[src/rtl/noise_injector.sv]
// StyleGAN-style per-pixel noise injection. Each feature pixel gets the shared
// BRAM noise sample times its channel's scale added, saturated to Q3.13.
module noise_injector #(
    parameter int DATA_WIDTH = 16,
    parameter int FRAC_BITS  = 13,
    parameter int ADDR_WIDTH = 14,
    parameter int CH_WIDTH   = 9
) (
    input  logic                  clk,
    input  logic                  rst_n,
    input  logic                  start,
    input  logic [2:0]            size,
    input  logic [CH_WIDTH-1:0]   num_ch_m1,
    output logic [ADDR_WIDTH-1:0] noise_addr,
    input  logic [DATA_WIDTH-1:0] noise_rdata,
    output logic [CH_WIDTH-1:0]   scale_addr,
    input  logic [DATA_WIDTH-1:0] scale_rdata,
    input  logic                  s_valid,
    output logic                  s_ready,
    input  logic [DATA_WIDTH-1:0] s_data,
    output logic                  m_valid,
    input  logic                  m_ready,
    output logic [DATA_WIDTH-1:0] m_data,
    output logic                  m_last,
    output logic                  busy,
    output logic                  done,
    output logic [2:0]            dbg_state
);

    localparam int PW = 2 * DATA_WIDTH;
    localparam int SW = DATA_WIDTH + 4;

    typedef enum logic [2:0] {
        IDLE       = 3'd0,
        LOAD_SCALE = 3'd1,
        PRIME      = 3'd2,
        RUN        = 3'd3,
        DRAIN      = 3'd4,
        DONE       = 3'd5
    } state_e;

    state_e                  state_q, state_d;
    logic [ADDR_WIDTH-1:0]   pix_q, pix_d;
    logic [ADDR_WIDTH-1:0]   limit_q, limit_d;
    logic [ADDR_WIDTH-1:0]   limit_dec;
    logic [CH_WIDTH-1:0]     ch_q, ch_d;
    logic [CH_WIDTH-1:0]     nch_q, nch_d;
    logic [CH_WIDTH-1:0]     scale_addr_q, scale_addr_d;
    logic [DATA_WIDTH-1:0]   scale_reg_q, scale_reg_d;
    logic [DATA_WIDTH-1:0]   m_data_q, m_data_d;
    logic                    m_valid_q, m_valid_d;
    logic                    m_last_q, m_last_d;
    logic                    done_q, done_d;
    logic                    fire;

    logic signed [PW-1:0]    prod;
    logic signed [SW-1:0]    prod_sh;
    logic signed [SW-1:0]    sum;
    logic [DATA_WIDTH-1:0]   sat;

    // Pixel limit is size*size - 1 for the power-of-two edge selected by size.
    always_comb begin
        case (size)
            3'd0:    limit_dec = ADDR_WIDTH'(15);
            3'd1:    limit_dec = ADDR_WIDTH'(63);
            3'd2:    limit_dec = ADDR_WIDTH'(255);
            3'd3:    limit_dec = ADDR_WIDTH'(1023);
            3'd4:    limit_dec = ADDR_WIDTH'(4095);
            default: limit_dec = ADDR_WIDTH'(16383);
        endcase
    end

    assign prod    = $signed(noise_rdata) * $signed(scale_reg_q);
    assign prod_sh = SW'(prod >>> FRAC_BITS);
    assign sum     = SW'($signed(s_data)) + prod_sh;

    always_comb begin
        if (sum[SW-1:DATA_WIDTH-1] == '0 || sum[SW-1:DATA_WIDTH-1] == '1) begin
            sat = sum[DATA_WIDTH-1:0];
        end else if (sum[SW-1]) begin
            sat = {1'b1, {(DATA_WIDTH-1){1'b0}}};
        end else begin
            sat = {1'b0, {(DATA_WIDTH-1){1'b1}}};
        end
    end

    // Both streams use valid/ready: a beat transfers on a rising edge where
    // valid and ready are both high; valid never waits on ready, and a held
    // beat keeps its data and last flag unchanged until it transfers.
    always_comb begin
        state_d      = state_q;
        pix_d        = pix_q;
        limit_d      = limit_q;
        ch_d         = ch_q;
        nch_d        = nch_q;
        scale_addr_d = scale_addr_q;
        scale_reg_d  = scale_reg_q;
        m_data_d     = m_data_q;
        m_valid_d    = m_valid_q;
        m_last_d     = m_last_q;
        done_d       = done_q;
        s_ready      = 1'b0;
        fire         = 1'b0;

        if (m_valid_q && m_ready) begin
            m_valid_d = 1'b0;
        end

        case (state_q)
            IDLE: begin
                if (start && !done_q) begin
                    limit_d      = limit_dec;
                    nch_d        = num_ch_m1;
                    ch_d         = '0;
                    pix_d        = '0;
                    scale_addr_d = '0;
                    state_d      = LOAD_SCALE;
                end
            end
            LOAD_SCALE: state_d = PRIME;
            PRIME: begin
                scale_reg_d = scale_rdata;
                state_d     = RUN;
            end
            RUN: begin
                s_ready = !m_valid_q || m_ready;
                fire    = s_valid && s_ready;
                if (fire) begin
                    m_data_d  = sat;
                    m_valid_d = 1'b1;
                    m_last_d  = (pix_q == limit_q);
                    if (pix_q == limit_q) begin
                        pix_d = '0;
                        if (ch_q < nch_q) begin
                            ch_d         = ch_q + 1'b1;
                            scale_addr_d = ch_q + 1'b1;
                            state_d      = LOAD_SCALE;
                        end else begin
                            state_d = DRAIN;
                        end
                    end else begin
                        pix_d = pix_q + 1'b1;
                    end
                end
            end
            DRAIN: begin
                if (!m_valid_q || m_ready) begin
                    m_valid_d = 1'b0;
                    done_d    = 1'b1;
                    state_d   = DONE;
                end
            end
            DONE: begin
                if (!start) begin
                    done_d  = 1'b0;
                    state_d = IDLE;
                end
            end
            default: state_d = IDLE;
        endcase
    end

    // Address runs one pixel ahead on a transfer so the synchronous read lands
    // with the pixel it belongs to; stalls simply hold it.
    assign noise_addr = pix_d;
    assign scale_addr = scale_addr_q;
    assign m_valid    = m_valid_q;
    assign m_data     = m_data_q;
    assign m_last     = m_last_q;
    assign done       = done_q;
    assign busy       = (state_q != IDLE);
    assign dbg_state  = state_q;

    always_ff @(posedge clk or negedge rst_n) begin
        if (!rst_n) begin
            state_q      <= IDLE;
            pix_q        <= '0;
            limit_q      <= '0;
            ch_q         <= '0;
            nch_q        <= '0;
            scale_addr_q <= '0;
            scale_reg_q  <= '0;
            m_data_q     <= '0;
            m_valid_q    <= 1'b0;
            m_last_q     <= 1'b0;
            done_q       <= 1'b0;
        end else begin
            state_q      <= state_d;
            pix_q        <= pix_d;
            limit_q      <= limit_d;
            ch_q         <= ch_d;
            nch_q        <= nch_d;
            scale_addr_q <= scale_addr_d;
            scale_reg_q  <= scale_reg_d;
            m_data_q     <= m_data_d;
            m_valid_q    <= m_valid_d;
            m_last_q     <= m_last_d;
            done_q       <= done_d;
        end
    end

endmodule
[config.mk]
export PLATFORM = sky130hd
export DESIGN_NAME = noise_injector
export DESIGN_NICKNAME = d
export VERILOG_FILES = /design/src/rtl/noise_injector.sv
export SDC_FILE = /design/constraint.sdc
export NUM_CORES = 1
export LEC_CHECK = 0
export CAP_MARGIN = 10
export CELL_PAD_IN_SITES_DETAIL_PLACEMENT = 0
export CELL_PAD_IN_SITES_GLOBAL_PLACEMENT = 1
export CORE_MARGIN = 3
export CORE_UTILIZATION = 45
export DETAILED_ROUTE_END_ITERATION = 16
export PLACE_DENSITY_LB_ADDON = 0.08
export SLEW_MARGIN = 20
export SYNTH_ARGS = -nofsm -noshare
export SYNTH_HDL_FRONTEND = slang
export SYNTH_SLANG_ARGS = --single-unit
export TNS_END_PERCENT = 5
[constraint.sdc]
create_clock -name clk -period 11.3 [get_ports clk]
set_input_delay 2.26 -clock clk [delete_from_list [all_inputs] [get_ports clk]]
set_output_delay 2.26 -clock clk [all_outputs]
set_load 0.005 [all_outputs]
==> results.ini, run 1 <==
[run_status]
status=finished clean

[setup_path]
timing.rr.start=scale_reg_q[1]$_DFFE_PN0P_
critical_path.startpoint=noise_rdata[9]
slowest_delay_ns=0.83
crit_type=input port to register
crit_path_frequent_cell=fa_1
crit_slowest_cell=clkdlybuf4s50_1
critPathMaxFanout=15
cp_data_arrival_time_ns=11.09
endpoint_kind=register
path_delay_family=adder cells
cp-start-kind=input port
cp.required_ns=11.59
cp.buffers_inverters=4

[global_routing]
grt_pass1_vias=11008
grt_overflow=0
grt_max_degree=59
grt_pass1_wl_um=58140
antenna_found_initial=0
grt_usage=0.2229

[job]
maxCapViolations=0

[die]
pin_count=112
fp-row-count=64
die_w_um=182.5
core_area_sq_um=30670
fp.dieArea_sq_um=33320
initial_core_util=0.4572
die_h_um=182.5

[synthesis]
synth_ff_type=dfrtp_1
ys_warn_count=0
post_synth_num_cell_types=69
async_flop_share=1.000
synth_area_sq_um=14020
synth_nets=1946
synth-edff-count=0
synth_seq_area_share=0.1356
synth-seq-cells=76
syn_area_per_cell_sq_um=9.292
syn_inst=1509

[cts]
holdBufCountCts=0
clk_path_buf_depth=2
numCtsBuffers=9
cts.sinks=76
cts_tree=built
clk_pin_slew_ns=0.06
insertion_delay_ns=0.37
htree_levels=3
clock-root-buffer=clkbuf_16

[final_layout]
drive_above_1_share=0.04413
nFillCells=2904
syn2layout_area_growth_pct=13.57
antennaDiodeCount=0
finalNetCount=2042
regArea_sq_um=1902
multi_input_area_sq_um=10740

[placement]
dp_hpwl_um=28810
gp_congestion=0.8324
io_buffers=111

[route]
first_pass_iters=5
drt-initial-drc-count=396
wl_um=34820
viasPerCell=5.104
antenna_left=0
wire_per_inst_um=17.37
num_vias=10234
drc=0

[timing]
hold_viol=0
timing_worst_slew_pin_value_ns=0.9657
rsz0062_at_grt=false
slew_violations=0
period_needed_ns=10.80
fmax_mhz=92.57
period_share=0.9560
slew_headroom=0.3555
fin_tns_setup_ns=0
setup_viol=0
final.setup_skew_ns=0.02227

[worst_hold_path]
min_from=m_last$_DFFE_PN0P_
hp-class=register to register

synth_stat cells (3+ instances only):
master / n / area, sq um
o21ai_0: 28 / 140.1
or4_1: 3 / 22.52
xnor2_1: 39 / 341.6
nor3_1: 8 / 40.04
a211o_1: 3 / 26.28
nor2_1: 37 / 138.9
nand2b_1: 16 / 100.1
xor2_1: 13 / 113.9
nor4_1: 4 / 25.02
dfrtp_1: 76 / 1902
fa_1: 262 / 5245
o21bai_1: 4 / 30.03
inv_1: 321 / 1205
a22o_1: 4 / 35.03
o21ai_1: 26 / 130.1
and2_1: 126 / 788.3
and3_1: 7 / 43.79
mux2_2: 17 / 191.4
a21o_1: 9 / 67.56
ha_1: 110 / 1376
a221o_1: 15 / 150.1
nand3_1: 23 / 115.1
o21a_1: 7 / 52.55
a31oi_1: 7 / 43.79
o211a_1: 3 / 30.03
or3_1: 8 / 50.05
o31ai_1: 5 / 37.54
o211ai_1: 5 / 37.54
nand2_1: 186 / 698.2
a211oi_1: 3 / 22.52
nand4_1: 5 / 31.28
nor2b_1: 6 / 37.54
clkbuf_1: 40 / 150.1
a21oi_1: 38 / 190.2
cells in the final DEF, fill, tap and decap left out, drive strengths merged, types with 4 or more instances in the layout:
master	synthesis	routed
nand2b	16	16
fa	262	262
inv	321	322
buf	6	21
and2	126	126
o31ai	5	5
o21ai	54	54
dfrtp	76	76
o21bai	4	4
o21a	7	7
a211oi	5	5
xnor2	39	39
a221o	15	15
nor4	4	4
and3	7	7
xor2	13	13
nor3	8	8
nor2b	6	6
clkbuf	40	10
a21oi	39	39
or2	4	4
nor2	39	39
mux2	17	17
clkdlybuf4s50	0	110
nand2	187	187
a21o	9	9
nand4	5	5
a31oi	7	7
nand3	24	24
o211ai	6	6
a22o	4	4
ha	110	110
or3	9	9
cell families after synthesis:
group / synth area share
AND/OR/NAND/NOR: 0.1599
adder cells (fa/ha/maj): 0.4722
buffers and inverters: 0.09976
AO/OA/AOI/OAI: 0.08495
flip-flops: 0.1356
XOR/XNOR: 0.03248
multiplexers: 0.01508
worst min-delay path, stage by stage (launching register included):
cell and delay (ns):
dfrtp_1 0.36, nand2_1 0.05, nand2_1 0.05
metrics by stage:
stage               instances  cell area (sq um)  hold slack [ns]  utilization  worst slack [ns]
finish                   2005              15930           0.4919       0.5193            0.4976
global route             2005              15930           0.5132       0.5193           0.04713
CTS                      2005              15920           0.4964       0.5190            0.4696
detailed placement       1990              15590           0.4717       0.5084            0.1257
global placement         1990              15590           0.4772       0.5084            0.2710
floorplan                1509              14020           0.4467            -             1.683
timing repair:
action,in CTS,in global routing
setup endpoints to repair,0,15
setup buffers,0,0
resized for setup,0,1
worst paths after layout:
check / depth (start not counted) / slack [ns] / endpoint
max in group asynchronous: 2 / 8.41 / scale_reg_q[15]$_DFFE_PN0P_
min in group asynchronous: 1 / 1.76 / pix_q[6]$_DFF_PN0_
max: 29 / 0.50 / m_data[8]$_DFFE_PN0P_
min: 2 / 0.49 / m_last$_DFFE_PN0P_
min reg2reg: 2 / 0.49 / m_last$_DFFE_PN0P_
max reg2reg: 28 / 2.39 / m_data[8]$_DFFE_PN0P_
registers in the layout (all words and copies together) (netlist names), 3 cells and up:
signal	cells
limit_q	6
nch_q	9
dbg_state	3
m_data	16
scale_addr	9
scale_reg_q	16
pix_q	14
metal layers:
| metal | part of all wire | up-vias | track usage |
|---|---|---|---|
| li1 | - | 4859 | - |
| met1 | 0.42 | 5221 | 0.2794 |
| met2 | 0.53 | 117 | 0.4044 |
| met3 | 0.024 | 37 | 0.02990 |
| met4 | 0.022 | 0 | 0.05881 |
| met5 | 0 | - | 0 |
cell type report:
type / instances / share of cell area
Multi-Input combinational cell: 1065 / 0.6742
Sequential cell: 76 / 0.1194
Timing Repair Buffer: 131 / 0.07904
Inverter: 322 / 0.07590
Tap cell: 396 / 0.03111
Clock buffer: 10 / 0.01501
Clock inverter: 5 / 0.005343
Power of run 1 is not shown: default switching activity piles up to over one toggle a cycle in this logic, so the estimate is an artifact.
==> run 2, diff against run 1 <==
Clock period 11.3 ns to 10.2 ns, I/O delays scaled along.
==> results.ini, run 2 (same netlist as run 1, synthesis figures left out) <==
[die]
initial_core_util=0.4572
die_w_um=182.5
pin_count=112
core_area_sq_um=30670
fp-row-count=64
fp.dieArea_sq_um=33320
die_h_um=182.5

[cts]
htree_levels=3
clk_pin_slew_ns=0.07
clock-root-buffer=clkbuf_16
numCtsBuffers=9
cts.sinks=76
cts_tree=built
clk_path_buf_depth=2
insertion_delay_ns=0.37

[global_routing]
grt_pass1_vias=10983
grt_usage=0.2227
grt_overflow=0
grt_pass1_wl_um=58530
grt_max_degree=67
antenna_found_initial=0

[route]
first_pass_iters=4
antenna_left=0
drc=0
wire_per_inst_um=17.10
drt-initial-drc-count=555
viasPerCell=5.055
num_vias=10347
wl_um=35010

[timing]
setup_viol=0
setup_ws_ns=0.4634
rsz0062_at_grt=false
fmax_mhz=102.7
slew_violations=0
final.setup_skew_ns=0.01472
holdWs_ns=0.4891
hold_viol=0
period_needed_ns=9.737
period_share=0.9546
timing_worst_slew_pin_value_ns=0.9630
slew_headroom=0.3573

[placement]
io_buffers=111
dp_hpwl_um=29080
post-place-cells=2029
gp_congestion=0.8691
pre_cts_slack_ns=-0.1345

[worst_hold_path]
min_path_cells=2
min_from=m_last$_DFFE_PN0P_
hold_path_end=m_last$_DFFE_PN0P_
hp-class=register to register

[setup_path]
crit_path_frequent_cell=fa_1
cp-start-kind=input port
cp_data_arrival_time_ns=9.98
crit_type=input port to register
r2r_end=m_data[0]$_DFFE_PN0P_
endpoint_kind=register
crit_slowest_cell=clkdlybuf4s50_1
reg2regPathDepth=28
timing.rr.start=scale_reg_q[1]$_DFFE_PN0P_
rrSetupSlack_ns=1.84
critPathMaxFanout=15
slowest_delay_ns=0.52
cp.required_ns=10.44

[job]
maxCapViolations=0

[final_layout]
syn2layout_area_growth_pct=16.11
drive_above_1_share=0.07087
finalNetCount=2083
most-common-layout-cells=inv_1, fa_1, nand2_1, and2_1
nFillCells=2900
postLayoutCoreUtil=0.5308
multi_input_area_sq_um=10750
final_common_cell=inv_1
regArea_sq_um=1902
stdcell_count=2047
antennaDiodeCount=0

[run_status]
status=finished clean

==> run 2: timing repair <==
item | CTS | global route
hold endpoints to repair | 0 | 0
setup buffers | 0 | 2
setup endpoints to repair | 0 | 15
hold buffers | 0 | 0
resized for setup | 0 | 4
==> run 2: layer usage <==
layer / vias to the layer above / part of all wire / track usage
met4: 0 / 0.010 / 0.03839
li1: 4939 / - / -
met5: - / 0 / 0
met2: 113 / 0.53 / 0.4007
met1: 5278 / 0.44 / 0.2958
met3: 17 / 0.021 / 0.02232
==> run 2: how the worst max path moves through the flow <==
| stage | to | from | cells after the start |
|---|---|---|---|
| after global routing | m_data[0]$_DFFE_PN0P_ | noise_rdata[7] | 31 |
| after detailed placement | m_data[0]$_DFFE_PN0P_ | noise_rdata[9] | 31 |
| final | m_data[0]$_DFFE_PN0P_ | noise_rdata[8] | 31 |
| after CTS | m_data[0]$_DFFE_PN0P_ | noise_rdata[7] | 31 |
| after floorplan | m_data[4]$_DFFE_PN0P_ | noise_rdata[10] | 30 |
| after global placement | m_data[4]$_DFFE_PN0P_ | noise_rdata[12] | 30 |
==> run 2: layout make-up <==
cell class / instances / area share
multi-input cells: 1065 / 0.6603
flip-flops and latches: 76 / 0.1168
repair buffers: 172 / 0.09929
inverters: 322 / 0.07424
well taps: 396 / 0.03043
clock buffers: 10 / 0.01468
clock inverters: 6 / 0.004227
==> run 2: through the flow <==
stage / TNS, ns / area [sq um]
final: 0 / 16280
after global routing: 0 / 16280
after CTS: 0 / 16230
after detailed placement: -1.857 / 15920
after global placement: -0.9340 / 15920
after floorplan: 0 / 14020
==> run 2: worst max-delay path, delay by kind of cell <==
family	cells	cell delay, ns
adders and majority gates	8	3.59
buffers and inverters	8	1.26
xor gates and xnor gates	1	0.13
muxes	1	0.36
AOI/OAI and AO/OA	8	1.61
and+or+nand+nor	5	0.95
Power of run 2 is left out for the same reason.
==> run 3, diff against run 2 <==
Settings changed: SLEW_MARGIN 20 to default.
==> results of run 3 <==
Same layout as run 2: the final DEF is identical, and so are final timing and power.
Power of run 3 is left out for the same reason.
